**config.mk**
```make
export PLATFORM = sky130hd
export DESIGN_NAME = uart_tx_arbiter
export DESIGN_NICKNAME = d
export VERILOG_FILES = /design/src/rtl/uart_pkg.sv /design/src/rtl/uart_rr_pick.sv /design/src/rtl/uart_tx_arbiter.sv
export SDC_FILE = /design/constraint.sdc
export NUM_CORES = 1
export LEC_CHECK = 0
export CAP_MARGIN = 0
export CELL_PAD_IN_SITES_DETAIL_PLACEMENT = 1
export CELL_PAD_IN_SITES_GLOBAL_PLACEMENT = 2
export CORE_MARGIN = 2
export CORE_UTILIZATION = 22
export CTS_CLUSTER_SIZE = 25
export DETAILED_ROUTE_END_ITERATION = 12
export GPL_TIMING_DRIVEN = 0
export MAX_ROUTING_LAYER = met4
export PLACE_DENSITY = 0.86
export REMOVE_ABC_BUFFERS = 1
export SETUP_SLACK_MARGIN = 0.15
export SLEW_MARGIN = 20
export SYNTH_ARGS = -nofsm -noshare
export SYNTH_HDL_FRONTEND = slang
export SYNTH_SLANG_ARGS = --single-unit
```
**constraint.sdc**
```tcl
create_clock -name clk -period 1.4 [get_ports clk]
set_input_delay 0.14 -clock clk [delete_from_list [all_inputs] [get_ports clk]]
set_output_delay 0.14 -clock clk [all_outputs]
set_load 0.03 [all_outputs]
```
**src/rtl/uart_pkg.sv**
```systemverilog
// Shared UART definitions: data width and the arbiter state encoding.
package uart_pkg;

  localparam int unsigned UART_DATA_W = 8;

  typedef enum logic [1:0] {
    StIdle     = 2'b00,
    StStart    = 2'b01,
    StWaitBusy = 2'b10,
    StWaitDone = 2'b11
  } arb_state_e;

endpackage

```
**src/rtl/uart_rr_pick.sv**
```systemverilog
// Combinational rotate-priority picker: first set bit of req at or above ptr, with wrap.
module uart_rr_pick #(
  parameter  int unsigned N   = 4,
  localparam int unsigned IdW = (N > 1) ? $clog2(N) : 1
) (
  input  logic [N-1:0]   req,
  input  logic [IdW-1:0] ptr,
  output logic [IdW-1:0] gnt_id,
  output logic           any
);

  int unsigned idx;

  always_comb begin
    gnt_id = '0;
    any    = 1'b0;
    idx    = 0;
    for (int unsigned off = 0; off < N; off++) begin
      idx = 32'(ptr) + off;
      if (idx >= N) begin
        idx = idx - N;
      end
      if (!any && req[idx[IdW-1:0]]) begin
        any    = 1'b1;
        gnt_id = idx[IdW-1:0];
      end
    end
  end

endmodule

```
**src/rtl/uart_tx_arbiter.sv**
```systemverilog
// Round-robin scheduler sharing one UART transmitter between NUM_REQ byte producers,
// with a watchdog on the start-to-busy handshake.
module uart_tx_arbiter
  import uart_pkg::*;
#(
  parameter  int unsigned NUM_REQ      = 4,
  parameter  int unsigned BUSY_TIMEOUT = 16,
  localparam int unsigned IdW          = $clog2(NUM_REQ),
  localparam int unsigned WdW          = $clog2(BUSY_TIMEOUT)
) (
  input  logic                           clk,
  input  logic                           rstn,
  input  logic [NUM_REQ-1:0]             req_valid,
  input  logic [UART_DATA_W*NUM_REQ-1:0] req_data,
  output logic [NUM_REQ-1:0]             req_ack,
  output logic                           tx_start,
  output logic [UART_DATA_W-1:0]         tx_data_in,
  input  logic                           tx_busy,
  output logic [IdW-1:0]                 grant_id,
  output logic                           arb_busy,
  output logic                           err_timeout
);

  arb_state_e             state_q, state_d;
  logic [IdW-1:0]         rr_ptr_q, rr_ptr_d;
  logic [WdW-1:0]         wdog_q, wdog_d;
  logic [UART_DATA_W-1:0] data_q, data_d;
  logic [IdW-1:0]         grant_q, grant_d;
  logic [NUM_REQ-1:0]     ack_q, ack_d;
  logic                   start_q, start_d;
  logic                   err_q, err_d;
  logic                   busy_q, busy_d;

  logic [IdW-1:0]         pick_id;
  logic                   pick_any;
  logic [UART_DATA_W-1:0] pick_data;
  logic [IdW-1:0]         next_ptr;

  uart_rr_pick #(
    .N (NUM_REQ)
  ) u_pick (
    .req    (req_valid),
    .ptr    (rr_ptr_q),
    .gnt_id (pick_id),
    .any    (pick_any)
  );

  always_comb begin
    pick_data = '0;
    for (int i = 0; i < NUM_REQ; i++) begin
      if (pick_id == IdW'(i)) begin
        pick_data = req_data[i*UART_DATA_W +: UART_DATA_W];
      end
    end
  end

  assign next_ptr = (grant_q == IdW'(NUM_REQ - 1)) ? '0 : grant_q + 1'b1;

  always_comb begin
    state_d  = state_q;
    rr_ptr_d = rr_ptr_q;
    wdog_d   = wdog_q;
    data_d   = data_q;
    grant_d  = grant_q;
    ack_d    = '0;
    start_d  = 1'b0;
    err_d    = 1'b0;
    unique case (state_q)
      StIdle: begin
        if (!tx_busy && pick_any) begin
          state_d = StStart;
          data_d  = pick_data;
          grant_d = pick_id;
          start_d = 1'b1;
          for (int i = 0; i < NUM_REQ; i++) begin
            ack_d[i] = (pick_id == IdW'(i));
          end
        end
      end
      StStart: begin
        state_d = StWaitBusy;
        wdog_d  = '0;
      end
      StWaitBusy: begin
        if (tx_busy) begin
          state_d = StWaitDone;
        end else if (wdog_q == WdW'(BUSY_TIMEOUT - 1)) begin
          // Byte is dropped; the requester has already been acked.
          err_d    = 1'b1;
          state_d  = StIdle;
          rr_ptr_d = next_ptr;
        end else begin
          wdog_d = wdog_q + 1'b1;
        end
      end
      StWaitDone: begin
        if (!tx_busy) begin
          state_d  = StIdle;
          rr_ptr_d = next_ptr;
        end
      end
      default: state_d = StIdle;
    endcase
    busy_d = (state_d != StIdle);
  end

  always_ff @(posedge clk or negedge rstn) begin
    if (!rstn) begin
      state_q  <= StIdle;
      rr_ptr_q <= '0;
      wdog_q   <= '0;
      data_q   <= '0;
      grant_q  <= '0;
      ack_q    <= '0;
      start_q  <= 1'b0;
      err_q    <= 1'b0;
      busy_q   <= 1'b0;
    end else begin
      state_q  <= state_d;
      rr_ptr_q <= rr_ptr_d;
      wdog_q   <= wdog_d;
      data_q   <= data_d;
      grant_q  <= grant_d;
      ack_q    <= ack_d;
      start_q  <= start_d;
      err_q    <= err_d;
      busy_q   <= busy_d;
    end
  end

  assign req_ack     = ack_q;
  assign tx_start    = start_q;
  assign tx_data_in  = data_q;
  assign grant_id    = grant_q;
  assign arb_busy    = busy_q;
  assign err_timeout = err_q;

endmodule

```
==> results.md <==
* Largest net degree at the start of global routing at 26
* Die W at 81.7 um
* Total gr overflow at 0
* Pre-CTS setup slack at -1.05 ns
* Row count at 28
* Hold Fails Final Rpt at 0
* Post-route setup slack at -0.254 ns
* Area of placed instances at 0.00195 sq mm
* Critical Path End Type: flip-flop
* Die Height at 81.7 um
* Total core area at 0.00589 sq mm
* Antenna fix cells at 0
* Vias at 1309
* Post-synthesis sequential area ratio at 47.1%
* Post-DP HPWL at 2670 um
* Crit path time final at 1.65 ns
* Clock Latency Late Sink at 0.28 ns
* First-pass GRT wire length at 6360 um
* Pleak at 1.08 nW
* Layout cells sized above 1 at 27.0%
* WL per Instance at 14.4 um
* CTS Sinks at 25
* Clock-pin slew on the worst setup and hold paths at 0.09 ns
* IO Port Bufs at 55
* CTS tree: yes
* RR Startpoint: rr_ptr_q[0]
* PwrDens at 1660 mW/mm^2
* Post-Route WL at 4180 um
* Setup violators final at 14
* Tcrit/Tclk final at 118%
* CP Launch Type: flip-flop
* Multi-input gate area at 835 sq um
* RSZ-0062 raised after global routing: yes
* Status: finished with violations
* Drt drc at 0
* H-tree levels at 1
* RD Place Congestion at 0.769
* GRT Total Usage at 13.2%
* Critical path's slowest cell: dfrtp_2
* Peak supply drop at 517 uV
* Syn avg cell area at 9.77 sq um
* Total area of sequential cells at 629 sq um
* Failing checks: setup timing
* Synth Instances at 136
* Initial Utilization at 22.6%
* Synth Warn # at 0
* Die area at 0.00668 sq mm
* Max Cap Viol at 0
* Commonest non-fill, non-tap cell in the layout: clkdlybuf4s50_1
* Buf/Inv on CP at 1
* Setup TNS Final at -2.41 ns
* Mapped Area at 0.00133 sq mm
* Fillcell total at 678
* Max Buffers Root-to-Sink at 2
* Top area cells in the synthesized netlist: dfrtp_1 47%, mux2i_1 13%, nand2_1 5.4%
* #FFs+latches synth at 25
* Avg Vias per Cell at 4.51
* Hold WC Path Type: in -> async
* Vias in the first global route at 1282
* Distinct cell type count after synthesis at 32
* Post-synth top area share at 47.1%
* Critical path's top delay family: simple AND/OR/NAND/NOR gates
* Fmax at 0.604 GHz
* Drt first pass iters at 4
* Layout Cells excl Fill at 290
* Most frequent cells in the layout: 32 x clkdlybuf4s50_1, 22 x dfrtp_1, 19 x dlygate4sd2_1
* CP Data Required Time at 1.55 ns
* Max-slew headroom at 60.9%
* Worst Setup SP: rr_ptr_q[0]
* Worst Skew at 0.00258 ns
* Max FO, Critical Path at 8
* DRT iter0 DRCs at 29
* Critical path type: reg -> reg
* Initial antenna violation count at 0
* Final Slew Violations at 0
* Inst Count DP at 262
* Final nets at 257
* Slowest Stage Delay on Critical Path at 0.45 ns
* Actual slew at the worst max-slew pin at 0.587 ns
* IO Pins at 56
* Cts bufs inserted at 3
* Clk root buf: clkbuf_8
* Post-route cell area at 0.00239 sq mm
* Critical-path cell list: nand4b_1 > o21ai_1 > and3b_4 > buf_12 > mux2i_1 > o221ai_1
* Dominant cell type by area after synthesis: dfrtp_1
* Critical Path AT at 1.80 ns
* Area delta synth->final at 80.0%
* Post-route ant nets at 0
## stage by stage
stage	total power, mW	hold WS [ns]	utilization (%)
after detailed placement	2.87	0.178	33.1
after global routing	4.22	0.421	40.6
final	3.97	0.384	40.6
after global placement	2.83	0.472	33.1
after CTS	3.72	0.375	38.1
after floorplan	2.20	-0.156	-
## cells by family (layout without fill, tap and decap cells)
group,count (synthesis),in the layout,synth area share (%)
buffers and inverters,10,89,3.39
multiplexers,18,18,13.7
AO/OA/AOI/OAI,32,32,16.7
AND/OR/NAND/NOR,49,49,17.3
adder cells (fa/ha/maj),2,2,1.88
flip-flops,25,25,47.1
## path summary, 6_finish.rpt
| check | to | slack, ns | cells after the start |
|---|---|---|---|
| setup reg to reg | tx_data_in[3] | -0.25 | 6 |
| hold / removal | wdog_q[1] | 0.38 | 2 |
| min in group clk | arb_busy | 0.39 | 4 |
| setup / recovery | tx_data_in[3] | -0.25 | 6 |
| hold reg to reg | tx_data_in[2] | 0.49 | 2 |
| max in group asynchronous | state_q[0] | 0.60 | 2 |
## routing by layer
metal  wire length (um)  vias to the layer above  track usage (%)
li1                   -                      651                -
met1               1760                      623             16.0
met2               2200                       31             21.7
met3                134                        4             1.65
met4                 80                        0             6.50
met5                  0                        -                -
## worst register-to-register path: cells and delay by family, from the launching register on
family / cells / cell delay, ns
buffers and inverters: 1 / 0.16
muxes: 1 / 0.23
AOI/OAI and AO/OA: 2 / 0.22
DFF: 1 / 0.45
and+or+nand+nor: 2 / 0.47
## area by class of cell
type                       count  share of cell area [%]
clock buffer                   3                    1.73
clock inverter                 1                   0.314
inverter                       6                    1.15
multi-input combinational    101                    34.9
sequential                    25                    26.3
tap                           75                    3.92
timing repair buffer          79                    31.7
## registers in the layout, summed over array words and instances (netlist names)
name	flops
grant_id	2
err_timeout	1
arb_busy	1
wdog_q	4
tx_data_in	8
rr_ptr_q	2
state_q	2
req_ack	4
tx_start	1
## timing repair
item                                   CTS  global route
buffers inserted                        16             6
resized for setup                       51            24
setup endpoints to repair               40            22
cloned                                   1             0
endpoints found under the hold margin   25             0
pin swaps                                7             9
hold buffers                             1             0
## cells in the mapped netlist
cell type,instances
dfrtp_1,25
nand2_1,19
mux2i_1,17
nor2_1,14
o21ai_0,7
o221ai_1,6
a21oi_1,5
inv_1,5
nand3_1,4
nand2b_1,3
a21bo_1,2
a21o_1,2
buf_4,2
clkbuf_1,2
ha_1,2
nor3_1,2
o21ai_1,2
o2bb2ai_1,2
o311ai_1,2
a2bb2oi_1,1
a31oi_1,1
and3b_1,1
and4b_1,1
inv_2,1
mux2_2,1
nand4_1,1
nand4b_1,1
nor2b_1,1
nor4_1,1
o211ai_1,1
o22ai_1,1
or4_4,1
## where the power goes
group          switching [mW]  leakage [nW]  total, mW  internal [mW]
clock network           0.256        0.0217      0.458          0.203
logic                    1.21         0.739       2.34           1.13
registers               0.194         0.316       1.17          0.972
No activity file was read; power rests on OpenSTA's default activity.
